<file path="src/rtl/vram_capture_arb.sv">
// Shares one vram read port between the display, which always wins, and a line-capture
// engine that streams one line out through a small credit-managed FIFO.
module vram_capture_arb #(
  parameter int WIDTH      = 160,
  parameter int HEIGHT     = 144,
  parameter int RD_LAT     = 2,
  parameter int FIFO_DEPTH = 4
) (
  input  logic        clock25,
  input  logic        resetn,
  input  logic        disp_en,
  input  logic [7:0]  disp_x,
  input  logic [7:0]  disp_y,
  output logic        disp_valid,
  output logic [5:0]  disp_id,
  output logic [15:0] vram_addr,
  input  logic [5:0]  vram_rdata,
  input  logic        cap_start,
  input  logic        cap_abort,
  input  logic [7:0]  cap_line,
  output logic        cap_busy,
  output logic        cap_done,
  output logic        cap_valid,
  input  logic        cap_ready,
  output logic [5:0]  cap_id,
  output logic [7:0]  cap_x,
  output logic        cap_last
);
  localparam logic [7:0] W8 = 8'(WIDTH);
  localparam logic [7:0] H8 = 8'(HEIGHT);
  localparam int CW = $clog2(FIFO_DEPTH + RD_LAT + 1);
  localparam int PW = (FIFO_DEPTH > 1) ? $clog2(FIFO_DEPTH) : 1;

  typedef enum logic [1:0] {T_NONE, T_DISP, T_CAP} tag_e;
  typedef struct packed {
    tag_e       tag;
    logic [7:0] x;
  } slot_t;
  typedef enum logic [1:0] {S_IDLE, S_RUN, S_DRAIN} state_e;

  state_e             state_q, state_d;
  logic [7:0]         line_q, line_d, issue_x_q, issue_x_d;
  slot_t [RD_LAT-1:0] pipe_q, pipe_d;
  slot_t              slot_in, slot_out;
  logic [CW-1:0]      inflight, cnt_q;
  logic [PW-1:0]      wr_q, rd_q;
  logic [5:0]         fid_q [FIFO_DEPTH];
  logic [7:0]         fx_q  [FIFO_DEPTH];
  logic               cap_issue, push, pop;

  function automatic logic [PW-1:0] ptr_inc(input logic [PW-1:0] p);
    return (p == PW'(FIFO_DEPTH - 1)) ? '0 : p + 1'b1;
  endfunction

  always_comb begin
    inflight = '0;
    for (int i = 0; i < RD_LAT; i++)
      if (pipe_q[i].tag == T_CAP) inflight = inflight + CW'(1);
  end

  // Credits count every CAP still in the read pipe, so the FIFO can never be overrun.
  assign cap_issue = !disp_en && !cap_abort && (state_q == S_RUN) && (issue_x_q < W8) &&
                     ((cnt_q + inflight) < CW'(FIFO_DEPTH));

  assign vram_addr = !resetn   ? '0 :
                     cap_issue ? {line_q, issue_x_q} : {disp_y, disp_x};

  always_comb begin
    slot_in = '{tag: T_NONE, x: issue_x_q};
    if (disp_en)        slot_in.tag = T_DISP;
    else if (cap_issue) slot_in.tag = T_CAP;
    pipe_d    = pipe_q;
    pipe_d[0] = slot_in;
    for (int i = 1; i < RD_LAT; i++) pipe_d[i] = pipe_q[i-1];
    if (cap_abort)
      for (int i = 0; i < RD_LAT; i++)
        if (pipe_d[i].tag == T_CAP) pipe_d[i].tag = T_NONE;
  end

  assign slot_out   = pipe_q[RD_LAT-1];
  assign disp_valid = (slot_out.tag == T_DISP);
  assign disp_id    = disp_valid ? vram_rdata : '0;

  assign cap_valid = (cnt_q != '0);
  assign pop       = cap_valid && cap_ready;
  assign push      = (slot_out.tag == T_CAP) && !cap_abort && ((cnt_q != CW'(FIFO_DEPTH)) || pop);
  assign cap_id    = cap_valid ? fid_q[rd_q] : '0;
  assign cap_x     = cap_valid ? fx_q[rd_q]  : '0;
  assign cap_last  = cap_valid && (fx_q[rd_q] == W8 - 8'd1);
  assign cap_busy  = (state_q != S_IDLE);

  always_comb begin
    state_d   = state_q;
    line_d    = line_q;
    issue_x_d = issue_x_q;
    cap_done  = 1'b0;
    case (state_q)
      S_IDLE:
        if (cap_start && (cap_line < H8)) begin
          state_d   = S_RUN;
          line_d    = cap_line;
          issue_x_d = '0;
        end
      S_RUN: begin
        if (cap_issue) issue_x_d = issue_x_q + 8'd1;
        if (issue_x_q == W8) state_d = S_DRAIN;
      end
      S_DRAIN:
        if ((cnt_q == '0) && (inflight == '0)) begin
          state_d  = S_IDLE;
          cap_done = 1'b1;
        end
      default: state_d = S_IDLE;
    endcase
    if (cap_abort) begin
      state_d  = S_IDLE;
      cap_done = 1'b0;
    end
  end

  always_ff @(posedge clock25 or negedge resetn) begin
    if (!resetn) begin
      state_q   <= S_IDLE;
      line_q    <= '0;
      issue_x_q <= '0;
      for (int i = 0; i < RD_LAT; i++) pipe_q[i] <= '{tag: T_NONE, x: 8'd0};
    end else begin
      state_q   <= state_d;
      line_q    <= line_d;
      issue_x_q <= issue_x_d;
      pipe_q    <= pipe_d;
    end
  end

  always_ff @(posedge clock25 or negedge resetn) begin
    if (!resetn) begin
      cnt_q <= '0;
      wr_q  <= '0;
      rd_q  <= '0;
      for (int i = 0; i < FIFO_DEPTH; i++) begin
        fid_q[i] <= '0;
        fx_q[i]  <= '0;
      end
    end else if (cap_abort) begin
      cnt_q <= '0;
      wr_q  <= '0;
      rd_q  <= '0;
    end else begin
      if (push) begin
        fid_q[wr_q] <= vram_rdata;
        fx_q[wr_q]  <= slot_out.x;
        wr_q        <= ptr_inc(wr_q);
      end
      if (pop) rd_q <= ptr_inc(rd_q);
      cnt_q <= cnt_q + CW'(push) - CW'(pop);
    end
  end
endmodule

</file>
<file path="config.mk">
export PLATFORM = sky130hd
export DESIGN_NAME = vram_capture_arb
export DESIGN_NICKNAME = d
export VERILOG_FILES = /design/src/rtl/vram_capture_arb.sv
export SDC_FILE = /design/constraint.sdc
export NUM_CORES = 1
export LEC_CHECK = 0
export ABC_AREA = 1
export BUFFER_PORTS_ARGS = -buffer_cell sky130_fd_sc_hd__clkbuf_2
export CORE_UTILIZATION = 60
export DETAILED_ROUTE_END_ITERATION = 8
export GPL_TIMING_DRIVEN = 0
export PLACE_DENSITY_LB_ADDON = 0.25
export REMOVE_ABC_BUFFERS = 1
export SYNTH_ARGS = -nofsm -noshare
export SYNTH_HDL_FRONTEND = slang
export SYNTH_SLANG_ARGS = --single-unit
</file>
<file path="constraint.sdc">
create_clock -name clock25 -period 6.7 [get_ports clock25]
set_input_delay 1.34 -clock clock25 [delete_from_list [all_inputs] [get_ports clock25]]
set_output_delay 1.34 -clock clock25 [all_outputs]
set_load 0.05 [all_outputs]
</file>
==> metrics.txt <==
CTS root buffer sky130_fd_sc_hd__clkbuf_8; worst relative slew slack 8.86%; leakage component of the power 3.09 nW; final max-slew violation count 0; hold buffer count at CTS 0; endpoint of the worst register-to-register path cnt_q[2]; ratio of routed vias to standard cells 5.28; Ports 77; Die ar. 8940 µm²; measured slew at the worst slew-check pin 1.36 ns; vias after detailed routing 4370; core region area 8260 µm²; Synthesis Warnings 0; PD cells 354 nW/µm²; CTS H-tree lvls 3; antenna diode count 0; antenna violations before repair 0; FMAX 239 MHz; later-pin clock latency in the skew report 0.36 ns; number of cells upsized or downsized after cts 0; Mapped Avg Cell Area 7.75 µm²; final setup violating endpoints 0; sort of element at the start of the critical path register; vertical extent of the die 94.6 µm; gate count after technology mapping 663; hold slack final 0.353 ns; Tcrit/Tclk final 62.5%; final non-filler cell area 5720 µm²; effective utilization at floorplan 62.3%; Total Neg Setup Slack 0 ns; clock sinks 101; layout cells sized above 1 15.2%; total routing usage reported by global routing 26.7%; DRC violation count after routing 0; number of global-route vias before repair 4017; detailed-placement wirelength estimate 7180 µm; maximum ir drop on the vdd rail 262 µV; Area growth syn-to-layout 11.2%; width of the chip 94.6 µm; setup slack at placement 2.53 ns; number of library cell types mapped by synthesis 32; CTS buffer count 9; placed instance area 5520 µm²; CP arrival 2.85 ns; max cap viols 0; maximum number of pins on one net before global-route repair 118; final global-route overflow total 0; Fin Clk Skew 0.0144 ns; number of setup buffers added after CTS 0; depth of the worst register-to-register path 9; path type of the worst setup path reg -> out; PnR worst setup slack 2.51 ns; endpoint type of the worst setup path output port; register area share after synthesis 49.2%; worst reg2reg path startpoint cnt_q[1]; status completed; drt pass-1 iters 5; quantity of I/O buffers inserted on ports 76; Power Total 2.02 mW; termination of the worst setup path vram_addr[0]; setup slack of the worst register-to-register path 3.68 ns; antenna-violating nets left 0; CP max FO 18; number of buffers between clock root and the deepest sink 2; startpoint of the most critical hold path pipe_d[16]; global-route wire length before repair 18400 µm; Wirelength per Cell 13.3 µm; crit path time final 4.19 ns; clock input transition at the sequential cells of the worst setup and hold paths 0.09 ns; unrepaired setup endpoints after global routing false; final layout net count 767; Data required, critical path 5.36 ns; FF+latch count, synth 101; worst setup path startpoint pipe_q[18]; Netlist Area Pre-Place 5140 µm²; number of hold violations in the final report 0; final wirelength 11000 µm; Initial DRC Count 261; RePlAce Congestion 0.802; classification of the worst-slack hold path reg -> reg; CTS tree yes; cell row count 33
## logic make-up (layout without fill, tap and decap cells)
kind of cell / Yosys count / in the layout / share of synthesized area, %
adders and majority gates: 13 / 13 / 3.31
xor gates and xnor gates: 2 / 2 / 0.341
DFF: 101 / 101 / 49.2
AOI/OAI and AO/OA: 117 / 117 / 11.8
and+or+nand+nor: 315 / 315 / 26.5
buffers and inverters: 115 / 175 / 8.91
## placed cells by master (no fill, tap or decap), drive strengths merged, types with 2 or more instances in the layout
cell type / Yosys / layout
o211ai: 6 / 6
nand2: 182 / 182
inv: 83 / 83
a21oi: 30 / 30
clkbuf: 16 / 86
ha: 12 / 12
o21ai: 79 / 79
dfrtp: 101 / 101
nand3: 30 / 30
nand4: 18 / 18
nor3: 2 / 2
nor2: 80 / 80
clkinv: 0 / 5
## per-stage QoR
stage	instances	util, %
after detailed placement	812	66.8
after global placement	812	66.7
after floorplan	631	-
final	828	69.2
after CTS	828	69.2
after global routing	828	69.2
## how the worst min path moves through the flow
stage                             to  slack [ns]  cells past startpoint
after floorplan           pipe_q[10]        0.33                      0
after global placement    pipe_q[12]        0.33                      0
after detailed placement  pipe_q[14]        0.33                      0
after CTS                 pipe_q[16]        0.36                      0
after global routing      pipe_q[10]        0.36                      0
final                     pipe_q[16]        0.35                      0
## report_power, final
part           switching (mW)  leakage, nW  internal (mW)
sequential             0.0842         1.24          0.708
combinational           0.629         1.74          0.212
clock                   0.207        0.106          0.182
total                   0.920         3.09           1.10
## worst max-delay path, cell delays in order, from the launching register on
cell and delay, ns:
sky130_fd_sc_hd__dfrtp_1 0.39, sky130_fd_sc_hd__nor2_2 0.19, sky130_fd_sc_hd__ha_1 0.19, sky130_fd_sc_hd__ha_1 0.22
sky130_fd_sc_hd__nand3_1 0.10, sky130_fd_sc_hd__nand2_1 0.05, sky130_fd_sc_hd__nand2_1 0.43, sky130_fd_sc_hd__nand2_2 0.17
sky130_fd_sc_hd__nor2_8 0.26, sky130_fd_sc_hd__nor2_1 0.06, sky130_fd_sc_hd__nor2_1 0.11, sky130_fd_sc_hd__clkbuf_2 0.29
## routing by layer
metal	vias up	global-route usage (%)	share of wire, %	wire length (µm)
met5	-	0	0	0
met4	0	9.34	1.1	119
met3	10	4.19	7.2	795
met2	165	45.8	48	5260
met1	1985	34.4	44	4800
li1	2210	-	-	-
## layout make-up
type / count / area, µm²
Clock buffer: 10 / 138
Inverter: 83 / 312
Timing Repair Buffer: 76 / 389
Tap cell: 105 / 131
Sequential cell: 101 / 2530
Fill cell: 710 / 2540
Clock inverter: 6 / 62.6
Multi-Input combinational cell: 447 / 2160
## synth_stat cells
library cell / number / share of area (%)
sky130_fd_sc_hd__clkbuf_1: 15 / 1.1
sky130_fd_sc_hd__nor2_2: 4 / 0.49
sky130_fd_sc_hd__nor3b_1: 1 / 0.15
sky130_fd_sc_hd__nor3_1: 1 / 0.097
sky130_fd_sc_hd__nand3_1: 28 / 2.7
sky130_fd_sc_hd__inv_2: 5 / 0.37
sky130_fd_sc_hd__nor2_8: 3 / 1.2
sky130_fd_sc_hd__nand2_2: 2 / 0.24
sky130_fd_sc_hd__o22ai_1: 1 / 0.12
sky130_fd_sc_hd__nor3_2: 1 / 0.19
sky130_fd_sc_hd__xor2_1: 1 / 0.17
sky130_fd_sc_hd__nor4_1: 1 / 0.12
sky130_fd_sc_hd__nand4_1: 18 / 2.2
sky130_fd_sc_hd__nor2_1: 73 / 5.3
sky130_fd_sc_hd__buf_2: 14 / 1.4
sky130_fd_sc_hd__nand2_4: 1 / 0.22
sky130_fd_sc_hd__xnor2_1: 1 / 0.17
sky130_fd_sc_hd__dfrtp_1: 101 / 49
sky130_fd_sc_hd__a21oi_1: 30 / 2.9
sky130_fd_sc_hd__fa_1: 1 / 0.39
sky130_fd_sc_hd__clkbuf_2: 1 / 0.097
sky130_fd_sc_hd__nand2_1: 179 / 13
sky130_fd_sc_hd__o211ai_1: 6 / 0.88
sky130_fd_sc_hd__buf_1: 1 / 0.073
sky130_fd_sc_hd__o21a_1: 1 / 0.15
sky130_fd_sc_hd__ha_1: 12 / 2.9
sky130_fd_sc_hd__o21ai_0: 61 / 5.9
sky130_fd_sc_hd__inv_1: 78 / 5.7
sky130_fd_sc_hd__nand3b_1: 1 / 0.15
sky130_fd_sc_hd__buf_6: 1 / 0.22
sky130_fd_sc_hd__nand3_2: 2 / 0.39
sky130_fd_sc_hd__o21ai_1: 18 / 1.8
## sequential cells by signal (all words and copies together), names as in the netlist
register,flops
cnt_q,3
fid_q,24
fx_q,32
issue_x_q,8
line_q,8
pipe_d,8
pipe_q,12
rd_q,2
state_q,2
wr_q,2
Note: power is estimated with default switching activity, not from simulation.
